--- src/rtl/delta_sigma_pdm.sv ---
// Audio DAC back end: 16-bit PCM in, differential 1-bit PDM out.
// A free-running phase counter frames one sample every 2**OSR_LOG2 clocks.
// A linear interpolator ramps between consecutive samples. The ramp is scaled
// by 3/4 and fed to a second-order delta-sigma loop with a 1-bit quantizer.
module delta_sigma_pdm #(
    parameter int unsigned WIDTH    = 16,
    parameter int unsigned OSR_LOG2 = 3
) (
    input  logic             clk,
    input  logic             rst_n,
    input  logic [WIDTH-1:0] data,
    output logic [1:0]       pdm
);

    localparam int unsigned UW  = WIDTH + 1;  // sample difference / ramp width
    localparam int unsigned I1W = 20;
    localparam int unsigned I2W = 24;
    localparam int unsigned S1W = I1W + 2;    // headroom for i1 + v - fb
    localparam int unsigned S2W = I2W + 2;    // headroom for i2 + i1 - fb

    localparam logic signed [UW-1:0]  FB_POS = UW'(2 ** (WIDTH - 1));
    localparam logic signed [UW-1:0]  FB_NEG = -FB_POS;
    localparam logic signed [S1W-1:0] I1_MAX = S1W'((2 ** (I1W - 1)) - 1);
    localparam logic signed [S1W-1:0] I1_MIN = S1W'(-(2 ** (I1W - 1)));
    localparam logic signed [S2W-1:0] I2_MAX = S2W'((2 ** (I2W - 1)) - 1);
    localparam logic signed [S2W-1:0] I2_MIN = S2W'(-(2 ** (I2W - 1)));

    logic [OSR_LOG2-1:0]     ph_q, ph_d;
    logic signed [WIDTH-1:0] prev_q, curr_q, data_s;
    logic signed [UW-1:0]    diff_q, diff_d;
    logic signed [UW-1:0]    u_q, u_d;
    logic signed [UW-1:0]    v, fb;
    logic signed [S1W-1:0]   i1_sum;
    logic signed [S2W-1:0]   i2_sum;
    logic signed [I1W-1:0]   i1_q, i1_d;
    logic signed [I2W-1:0]   i2_q, i2_d;
    logic                    y_d;
    logic [1:0]              pdm_q;
    logic                    frame_start;

    assign data_s      = $signed(data);
    assign frame_start = (ph_q == '0);

    // Frame bookkeeping: phase advance, per-frame slope and the linear ramp.
    always_comb begin
        ph_d   = ph_q + OSR_LOG2'(1);
        diff_d = diff_q;
        // Truncated slope can overshoot curr by a few LSBs; UW bits absorb it.
        u_d    = u_q + (diff_q >>> OSR_LOG2);
        if (frame_start) begin
            diff_d = UW'(data_s) - UW'(curr_q);
            u_d    = UW'(curr_q);
        end
    end

    // Second-order loop: 3/4 input scaling, saturating integrators, sign quantizer.
    always_comb begin
        v      = u_q - (u_q >>> 2);
        fb     = pdm_q[0] ? FB_POS : FB_NEG;
        i1_sum = S1W'(i1_q) + S1W'(v) - S1W'(fb);
        // Second stage integrates the pre-update i1.
        i2_sum = S2W'(i2_q) + S2W'(i1_q) - S2W'(fb);

        if (i1_sum > I1_MAX) begin
            i1_d = {1'b0, {(I1W - 1){1'b1}}};
        end else if (i1_sum < I1_MIN) begin
            i1_d = {1'b1, {(I1W - 1){1'b0}}};
        end else begin
            i1_d = i1_sum[I1W-1:0];
        end

        if (i2_sum > I2_MAX) begin
            i2_d = {1'b0, {(I2W - 1){1'b1}}};
        end else if (i2_sum < I2_MIN) begin
            i2_d = {1'b1, {(I2W - 1){1'b0}}};
        end else begin
            i2_d = i2_sum[I2W-1:0];
        end

        y_d = ~i2_d[I2W-1];
    end

    // State registers; reset parks the bridge at 00 and clears the whole pipeline.
    always_ff @(posedge clk or negedge rst_n) begin
        if (!rst_n) begin
            ph_q   <= '0;
            prev_q <= '0;
            curr_q <= '0;
            diff_q <= '0;
            u_q    <= '0;
            i1_q   <= '0;
            i2_q   <= '0;
            pdm_q  <= 2'b00;
        end else begin
            ph_q <= ph_d;
            if (frame_start) begin
                prev_q <= curr_q;
                curr_q <= data_s;
            end
            diff_q <= diff_d;
            u_q    <= u_d;
            i1_q   <= i1_d;
            i2_q   <= i2_d;
            // pdm_q[0] doubles as the quantizer state used for feedback.
            pdm_q  <= {~y_d, y_d};
        end
    end

    assign pdm = pdm_q;

endmodule

--- config.mk ---
export PLATFORM = sky130hd
export DESIGN_NAME = delta_sigma_pdm
export DESIGN_NICKNAME = d
export VERILOG_FILES = /design/src/rtl/delta_sigma_pdm.sv
export SDC_FILE = /design/constraint.sdc
export NUM_CORES = 1
export LEC_CHECK = 0
export CAP_MARGIN = 20
export CORE_MARGIN = 4
export CORE_UTILIZATION = 38
export DETAILED_ROUTE_END_ITERATION = 16
export PLACE_DENSITY = 0.51
export SLEW_MARGIN = 20
export SYNTH_ARGS = -nofsm -noshare
export SYNTH_HDL_FRONTEND = slang
export SYNTH_SLANG_ARGS = --single-unit
--- constraint.sdc ---
create_clock -name clk -period 10.4 [get_ports clk]
set_input_delay 1.56 -clock clk [delete_from_list [all_inputs] [get_ports clk]]
set_output_delay 1.56 -clock clk [all_outputs]
set_load 0.01 [all_outputs]
==> reports/metrics.yaml, run 1 <==
status:
  result_of_the_run: "complete, no violations"
sta:
  post_route_fraction_of_the_period_consumed_by_the_critical_path_pct: 53.3
  skew_ps: 11.6
  tightestPinTransition_ps: 907
  setup_viol_count_final: 0
  maxSlewViolCount: 0
  grt_setup_unrepaired: "no"
  setup_tns_ps: 0
  timing.final.crit_period_ps: 5540
  max_clock_freq_mhz: 181
  final-hold-violation-count: 0
  relSlewSlack_pct: 39.3
drt:
  detail-route-antenna-nets: 0
  drt-vias-per-instance: 4.83
  routed-wl-met2_um: 7100
  routed.top_layer: "met4"
  dr_total_vias: 5994
  met3_length_um: 275
  finalWirelength_um: 15700
  routedWlPerCell_um: 12.7
  detail_route.iter0.violations: 221
  first_pass_iters: 4
  routed_metal_1_wirelength_um: 8200
  remaining_drc_errors: 0
global_route:
  grt_start_max_net_pins: 53
  grt_first_pass_wirelength_um: 27600
  track_usage_pct: 13.7
  number_of_global_route_vias_before_repair: 6044
  gr-total-overflow: 0
  number_of_antenna_violations_at_the_first_check_in_global_routing: 0
placed_design:
  port-buffer-count: 19
  place_congestion: 0.766
  post-dp-hpwl_um: 12200
  placed_cell_area_sq_um: 8750
synthesis:
  synth.ff_latch_count: 95
  seq_area_frac_synth_pct: 28.7
  synthSimpleGateAreaFrac_pct: 10.9
  unique_masters_post_synth: 65
  dominant_combinational_cell_family_by_area_after_synthesis: "adder cells"
  post_synth_mux_area_share_pct: 0.121
  synthXorXnorAreaFrac_pct: 8.03
  post_synth_instance_area_sq_um: 8290
  postSynth.asyncResetShare_pct: 100
  synth_compound_gate_area_share_pct: 21.7
  syn_inst: 947
  synth-edff-count: 0
  syn-num-nets: 1104
  most_used_dff_post_synth: "sky130_fd_sc_hd__dfrtp_1"
  yosysWarningCount: 0
  synthAdderAreaFrac_pct: 22.2
  synth.avg_cell_area_sq_um: 8.76
critical_path:
  critical_path.most_common_cell: "sky130_fd_sc_hd__o21ai_0"
  timing.critical_path.to_type: "flip-flop"
  path_class: "reg -> reg"
  arrival_ps: 5800
  slowest_stage: "sky130_fd_sc_hd__fa_1"
  worst_ep_required_time_ps: 10660
  cp_max_fo: 18
  timing.critical_path.cells: "ha_1, fa_1, nor2b_1, o21ai_0, a21oi_1, o21ai_0, o21ai_0, nand4_1, a31oi_1, a31oi_1, o21ai_0, fa_1, inv_1, ha_1, a21o_1, a21oi_1, nor2b_1, o21a_1, a21oi_1, o21ai_0, a221oi_2, a21oi_2, o21ai_0"
  worstSetupStartpointType: "flip-flop"
  cpPeakStageDelay_ps: 500
finish:
  nets: 1118
  final_util_pct: 42.8
  drive_above_1_share_pct: 6.94
  layout_common_cells: "156 x sky130_fd_sc_hd__inv_1, 125 x sky130_fd_sc_hd__ha_1, 95 x sky130_fd_sc_hd__dfrtp_1"
  final_cell_area_sq_um: 9080
  antenna_cells_inserted: 0
  syn_to_final_growth_pct: 9.51
  layout_commonest_cell: "sky130_fd_sc_hd__inv_1"
floorplanning:
  fp.coreArea_sq_um: 21200
  design.die.area_sq_um: 24300
  floorplan.die.width_um: 156
  die_height_um: 156
  number_of_placement_rows: 53
  start_util_pct: 39.1
  ioPinCount: 20
clock_tree:
  cts.htree.levels: 3
  cts_tree: "done"
  worstSkewPairLatency_ps: 350
  clock_tree.root_cell: "sky130_fd_sc_hd__clkbuf_16"
  cts-hold-fix-buffers: 0
  post_cts.resized_instances: 0
  clock_sink_count: 95
  cts_buffers: 9
  cts_max_path_buffers: 2
  cts.reportedPaths.clkPinSlew_ps: 70
  post_cts_buffers: 0
min_path:
  min-delay-path-class: "reg -> reg"
flow_run:
  max-cap-violations: 0
## flip-flops by register name (all words and copies together), names as in the netlist
| register | flops |
|---|---|
| ph_q | 3 |
| i1_q | 20 |
| curr_q | 16 |
| diff_q | 14 |
| i2_q | 24 |
| pdm | 1 |
| u_q | 17 |
## cell type report
| cell class | count | area (sq um) |
|---|---|---|
| clock buffer | 9 | 225 |
| timing repair buffer | 23 | 218 |
| inverter | 156 | 586 |
| multi-input combinational | 676 | 5230 |
| tap | 275 | 344 |
| fill | 2214 | 12100 |
| sequential | 95 | 2380 |
| clock inverter | 7 | 103 |
## logic make-up after synthesis
group                      Yosys count
AOI/OAI and AO/OA                  275
and+or+nand+nor                    185
buffers and inverters              176
adders and majority gates          139
DFF                                 95
xor gates and xnor gates            76
muxes                                1
## routing by layer
metal  GRT usage (%)  vias to the layer above
li1                -                     3254
met1            18.5                     2697
met2            23.1                       32
met3            2.16                       11
met4            3.25                        0
met5               0                        -
## per-stage QoR
stage | worst slack (ps) | cells | hold WS, ps
after floorplan | 5390 | 947 | 418
after global placement | 4880 | 1225 | 429
after detailed placement | 4800 | 1225 | 441
after CTS | 4760 | 1241 | 450
after global routing | 4180 | 1241 | 469
final | 4860 | 1241 | 445
## worst paths after layout
| check | cells after the start | slack, ps | endpoint | startpoint |
|---|---|---|---|---|
| max | 23 | 4860 | i1_q[14] | u_q[2] |
| min | 1 | 440 | ph_q[0] | ph_q[0] |
| max reg2reg | 23 | 4860 | i1_q[14] | u_q[2] |
| min reg2reg | 1 | 440 | ph_q[0] | ph_q[0] |
| max in group asynchronous | 2 | 8110 | u_q[12] | rst_n |
| min in group asynchronous | 1 | 1210 | i2_q[10] | rst_n |
## worst max-delay path, delay by kind of cell, from the launching register on
family,cells,cell delay [ps]
adder cells (fa/ha/maj),4,1420
buffers and inverters,1,70
AND/OR/NAND/NOR,3,350
AO/OA/AOI/OAI,15,3180
flip-flops,1,410
## cells in the mapped netlist (2+ instances only)
cell                         n  area (sq um)
sky130_fd_sc_hd__o21ai_2    20           175
sky130_fd_sc_hd__buf_6       3          33.8
sky130_fd_sc_hd__a21boi_0    2          15.0
sky130_fd_sc_hd__xor2_1     36           315
sky130_fd_sc_hd__nor2b_1    16           100
sky130_fd_sc_hd__a31oi_1     8          50.1
sky130_fd_sc_hd__clkbuf_1   12          45.0
sky130_fd_sc_hd__nand3b_1    2          15.0
sky130_fd_sc_hd__inv_1     156           586
sky130_fd_sc_hd__nor3_1      9          45.0
sky130_fd_sc_hd__or2_2       4          25.0
sky130_fd_sc_hd__o21ai_0    67           335
sky130_fd_sc_hd__and4_1      2          17.5
sky130_fd_sc_hd__ha_1      125          1560
sky130_fd_sc_hd__a21oi_1    84           420
sky130_fd_sc_hd__o21a_1      9          67.6
sky130_fd_sc_hd__nor2_1     32           120
sky130_fd_sc_hd__and3_1      6          37.5
sky130_fd_sc_hd__o21bai_1    8          60.1
sky130_fd_sc_hd__fa_1       14           280
sky130_fd_sc_hd__a221oi_1    3          26.3
sky130_fd_sc_hd__o31ai_1     5          37.5
sky130_fd_sc_hd__a31o_2      2          17.5
sky130_fd_sc_hd__dfrtp_1    95          2380
sky130_fd_sc_hd__or3_1       3          18.8
sky130_fd_sc_hd__nand3_1    12          60.1
sky130_fd_sc_hd__buf_4       4          30.0
sky130_fd_sc_hd__a21oi_2     4          35.0
sky130_fd_sc_hd__xnor2_1    40           350
sky130_fd_sc_hd__and2_1      6          37.5
sky130_fd_sc_hd__o211ai_1    3          22.5
sky130_fd_sc_hd__nand2_1    69           259
sky130_fd_sc_hd__nand4_1     5          31.3
sky130_fd_sc_hd__a211oi_2    2          25.0
sky130_fd_sc_hd__nand2b_1   15          93.8
sky130_fd_sc_hd__a211oi_1    7          52.6
sky130_fd_sc_hd__a21o_1     29           218
Power of run 1 is not shown: default switching activity piles up to over one toggle a cycle in this logic, so the estimate is an artifact.
==> run 2, diff against run 1 <==
- clock period: 10.4 -> 5.25 ns (I/O delays scaled with it)
==> run 2 against run 1 <==
First-iteration DRC count increased by 2.7%. Register-to-register slack got worse by 4600 ps. Critical endpoint is now i1_q[4]. Count of clock-buffer cells in the layout increased by 1.
==> reports/metrics.yaml, run 2 (same netlist as run 1, synthesis figures left out) <==
sta:
  postLayoutSetupSlackWorst_ps: 283  # was 4860 ps
  setup_tns_ps: 0  # unchanged
  relSlewSlack_pct: 56.7  # was 39.3%
  post_route_fraction_of_the_period_consumed_by_the_critical_path_pct: 94.6  # was 53.3%
  setup_viol_count_final: 0  # unchanged
  final-hold-violation-count: 0  # unchanged
  grt_setup_unrepaired: "yes"  # was no
  maxSlewViolCount: 0  # unchanged
  max_clock_freq_mhz: 201  # was 181 MHz
  skew_ps: 8.99  # was 11.6 ps
  timing.final.crit_period_ps: 4970  # was 5540 ps
  fin_worst_hold_slack_ps: 443  # was 445 ps
  tightestPinTransition_ps: 650  # was 907 ps
critical_path:
  path_class: "reg -> reg"  # unchanged
  worst_ep_required_time_ps: 5510  # was 10660 ps
  end_of_the_worst_register_to_register_path: "i1_q[4]"  # was i1_q[14]
  arrival_ps: 5220  # was 5800 ps
  worst_r2r_path_depth: 23  # unchanged
  critical_path.startpoint: "u_q[2]"  # unchanged
  r2r_setup_slack_ps: 280  # was 4860 ps
  worstSetupStartpointType: "flip-flop"  # unchanged
  timing.critical_path.to_type: "flip-flop"  # unchanged
  cp_max_fo: 9  # was 18
  rr_startpoint: "u_q[2]"  # unchanged
finish:
  layout_commonest_cell: "sky130_fd_sc_hd__inv_1"  # unchanged
  drive_above_1_share_pct: 8.57  # was 6.94%
  max_flop_register: "i2_q"  # unchanged
  count_of_fill_cells_added_during_filler_insertion: 2152  # was 2214
  nets: 1132  # was 1118
  syn_to_final_growth_pct: 11.2  # was 9.51%
  largest_register_ffs: 24  # unchanged
  layout_common_cells: "156 x sky130_fd_sc_hd__inv_1, 125 x sky130_fd_sc_hd__ha_1, 95 x sky130_fd_sc_hd__dfrtp_1"  # unchanged
  final_util_pct: 43.4  # was 42.8%
  antenna_cells_inserted: 0  # unchanged
  reg_top3: "i2_q: 24 flops, i1_q: 20 flops, u_q: 17 flops"  # unchanged
global_route:
  track_usage_pct: 13.6  # was 13.7%
  use_met3_pct: 2.22  # was 2.16%
  number_of_antenna_violations_at_the_first_check_in_global_routing: 0  # unchanged
  global_route.peak_usage_layer: "met2"  # unchanged
  grt_start_max_net_pins: 53  # unchanged
  grtUsageMet2_pct: 22.6  # was 23.1%
  number_of_global_route_vias_before_repair: 6115  # was 6044
  grt_first_pass_wirelength_um: 27800  # was 27600 um
  use_met1_pct: 18.8  # was 18.5%
  gr-total-overflow: 0  # unchanged
drt:
  detail-route-antenna-nets: 0  # unchanged
  drt-vias-per-instance: 4.80  # was 4.83
  detail_route.iter0.violations: 227  # was 221
  routedWlPerCell_um: 12.7  # about the same
  finalWirelength_um: 16000  # was 15700 um
  first_pass_iters: 4  # unchanged
  dr_total_vias: 6029  # was 5994
  remaining_drc_errors: 0  # unchanged
flow_run:
  max-cap-violations: 0  # unchanged
floorplanning:
  number_of_placement_rows: 53  # unchanged
  die_height_um: 156  # unchanged
  design.die.area_sq_um: 24300  # unchanged
  ioPinCount: 20  # unchanged
  fp.coreArea_sq_um: 21200  # unchanged
  floorplan.die.width_um: 156  # unchanged
  start_util_pct: 39.1  # unchanged
clock_tree:
  cts.reportedPaths.clkPinSlew_ps: 70  # about the same
  clock_tree.root_cell: "sky130_fd_sc_hd__clkbuf_16"  # unchanged
  cts.htree.levels: 3  # unchanged
  cts_tree: "done"  # unchanged
  cts_buffers: 9  # unchanged
  worstSkewPairLatency_ps: 350  # about the same
  clock_sink_count: 95  # unchanged
  cts_max_path_buffers: 2  # unchanged
placed_design:
  place_congestion: 0.815  # was 0.766
  post-dp-hpwl_um: 12300  # was 12200 um
  pre_cts_slack_ps: -11.8  # was 4800 ps
  port-buffer-count: 19  # unchanged
min_path:
  min-delay-path-class: "in -> async"  # was reg -> reg
status:
  result_of_the_run: "complete, no violations"  # unchanged
[run 2: changes by cell type in the layout (fill, tap and decap cells not counted), sizes merged]
cell | before | now
bufinv | 2 | 1
clkbuf | 9 | 10
buf | 5 | 17
clkinvlp | 0 | 1
clkinv | 1 | 3
inv | 160 | 157
a21oi | 88 | 89
o21ai | 88 | 89
[run 2: how the worst max path moves through the flow]
stage	end	slack [ps]
after global routing	i1_q[4]	-40
after CTS	i1_q[1]	20
after detailed placement	i1_q[4]	-10
final	i1_q[4]	280
after floorplan	i1_q[7]	240
after global placement	i1_q[4]	100
[run 2: worst max-delay path, stage by stage, from the launching register on]
cell,delay [ps]
sky130_fd_sc_hd__dfrtp_1,410
sky130_fd_sc_hd__ha_1,220
sky130_fd_sc_hd__fa_1,400
sky130_fd_sc_hd__nor2b_1,120
sky130_fd_sc_hd__o21ai_0,100
sky130_fd_sc_hd__a21oi_1,180
sky130_fd_sc_hd__o21ai_0,110
sky130_fd_sc_hd__o21ai_1,200
sky130_fd_sc_hd__nand4_1,170
sky130_fd_sc_hd__a31oi_2,250
sky130_fd_sc_hd__a31oi_2,150
sky130_fd_sc_hd__o21a_1,220
sky130_fd_sc_hd__fa_1,440
sky130_fd_sc_hd__ha_1,390
sky130_fd_sc_hd__a21o_1,220
sky130_fd_sc_hd__a21oi_1,140
sky130_fd_sc_hd__nor2b_1,60
sky130_fd_sc_hd__o21ai_1,190
sky130_fd_sc_hd__o31ai_1,120
sky130_fd_sc_hd__a21o_1,200
sky130_fd_sc_hd__a21oi_4,140
sky130_fd_sc_hd__buf_12,150
sky130_fd_sc_hd__a21oi_4,90
sky130_fd_sc_hd__o21ai_0,190
[run 2: timing repair]
| action | CTS | global route |
|---|---|---|
| setup endpoints to repair | 6 | 19 |
| cloned | 0 | 2 |
| hold buffers | 0 | 0 |
| pin swaps | 0 | 4 |
| setup buffers | 0 | 4 |
| resized for setup | 2 | 9 |
[run 2: layer usage]
layer | wire length, um | vias to the layer above
met5 | 0 | -
met1 | 8110 | 2681
li1 | - | 3289
met2 | 7340 | 45
met3 | 337 | 14
met4 | 215 | 0
[run 2: cell type report]
class / count / area (sq um) / area share, %
tap: 275 / 344 / 3.73
clock buffer: 10 / 239 / 2.59
multi-input combinational: 678 / 5290 / 57.3
sequential: 95 / 2380 / 25.8
inverter: 156 / 586 / 6.35
timing repair buffer: 35 / 320 / 3.47
clock inverter: 6 / 68.8 / 0.746
[run 2: per-stage QoR]
step           std cells  area (sq um)
4_1_cts             1249          9130
3_5_place_dp        1233          8810
2_1_floorplan        947          8290
6_report            1255          9220
5_1_grt             1255          9220
3_3_place_gp        1233          8810
Power of run 2 is left out for the same reason.
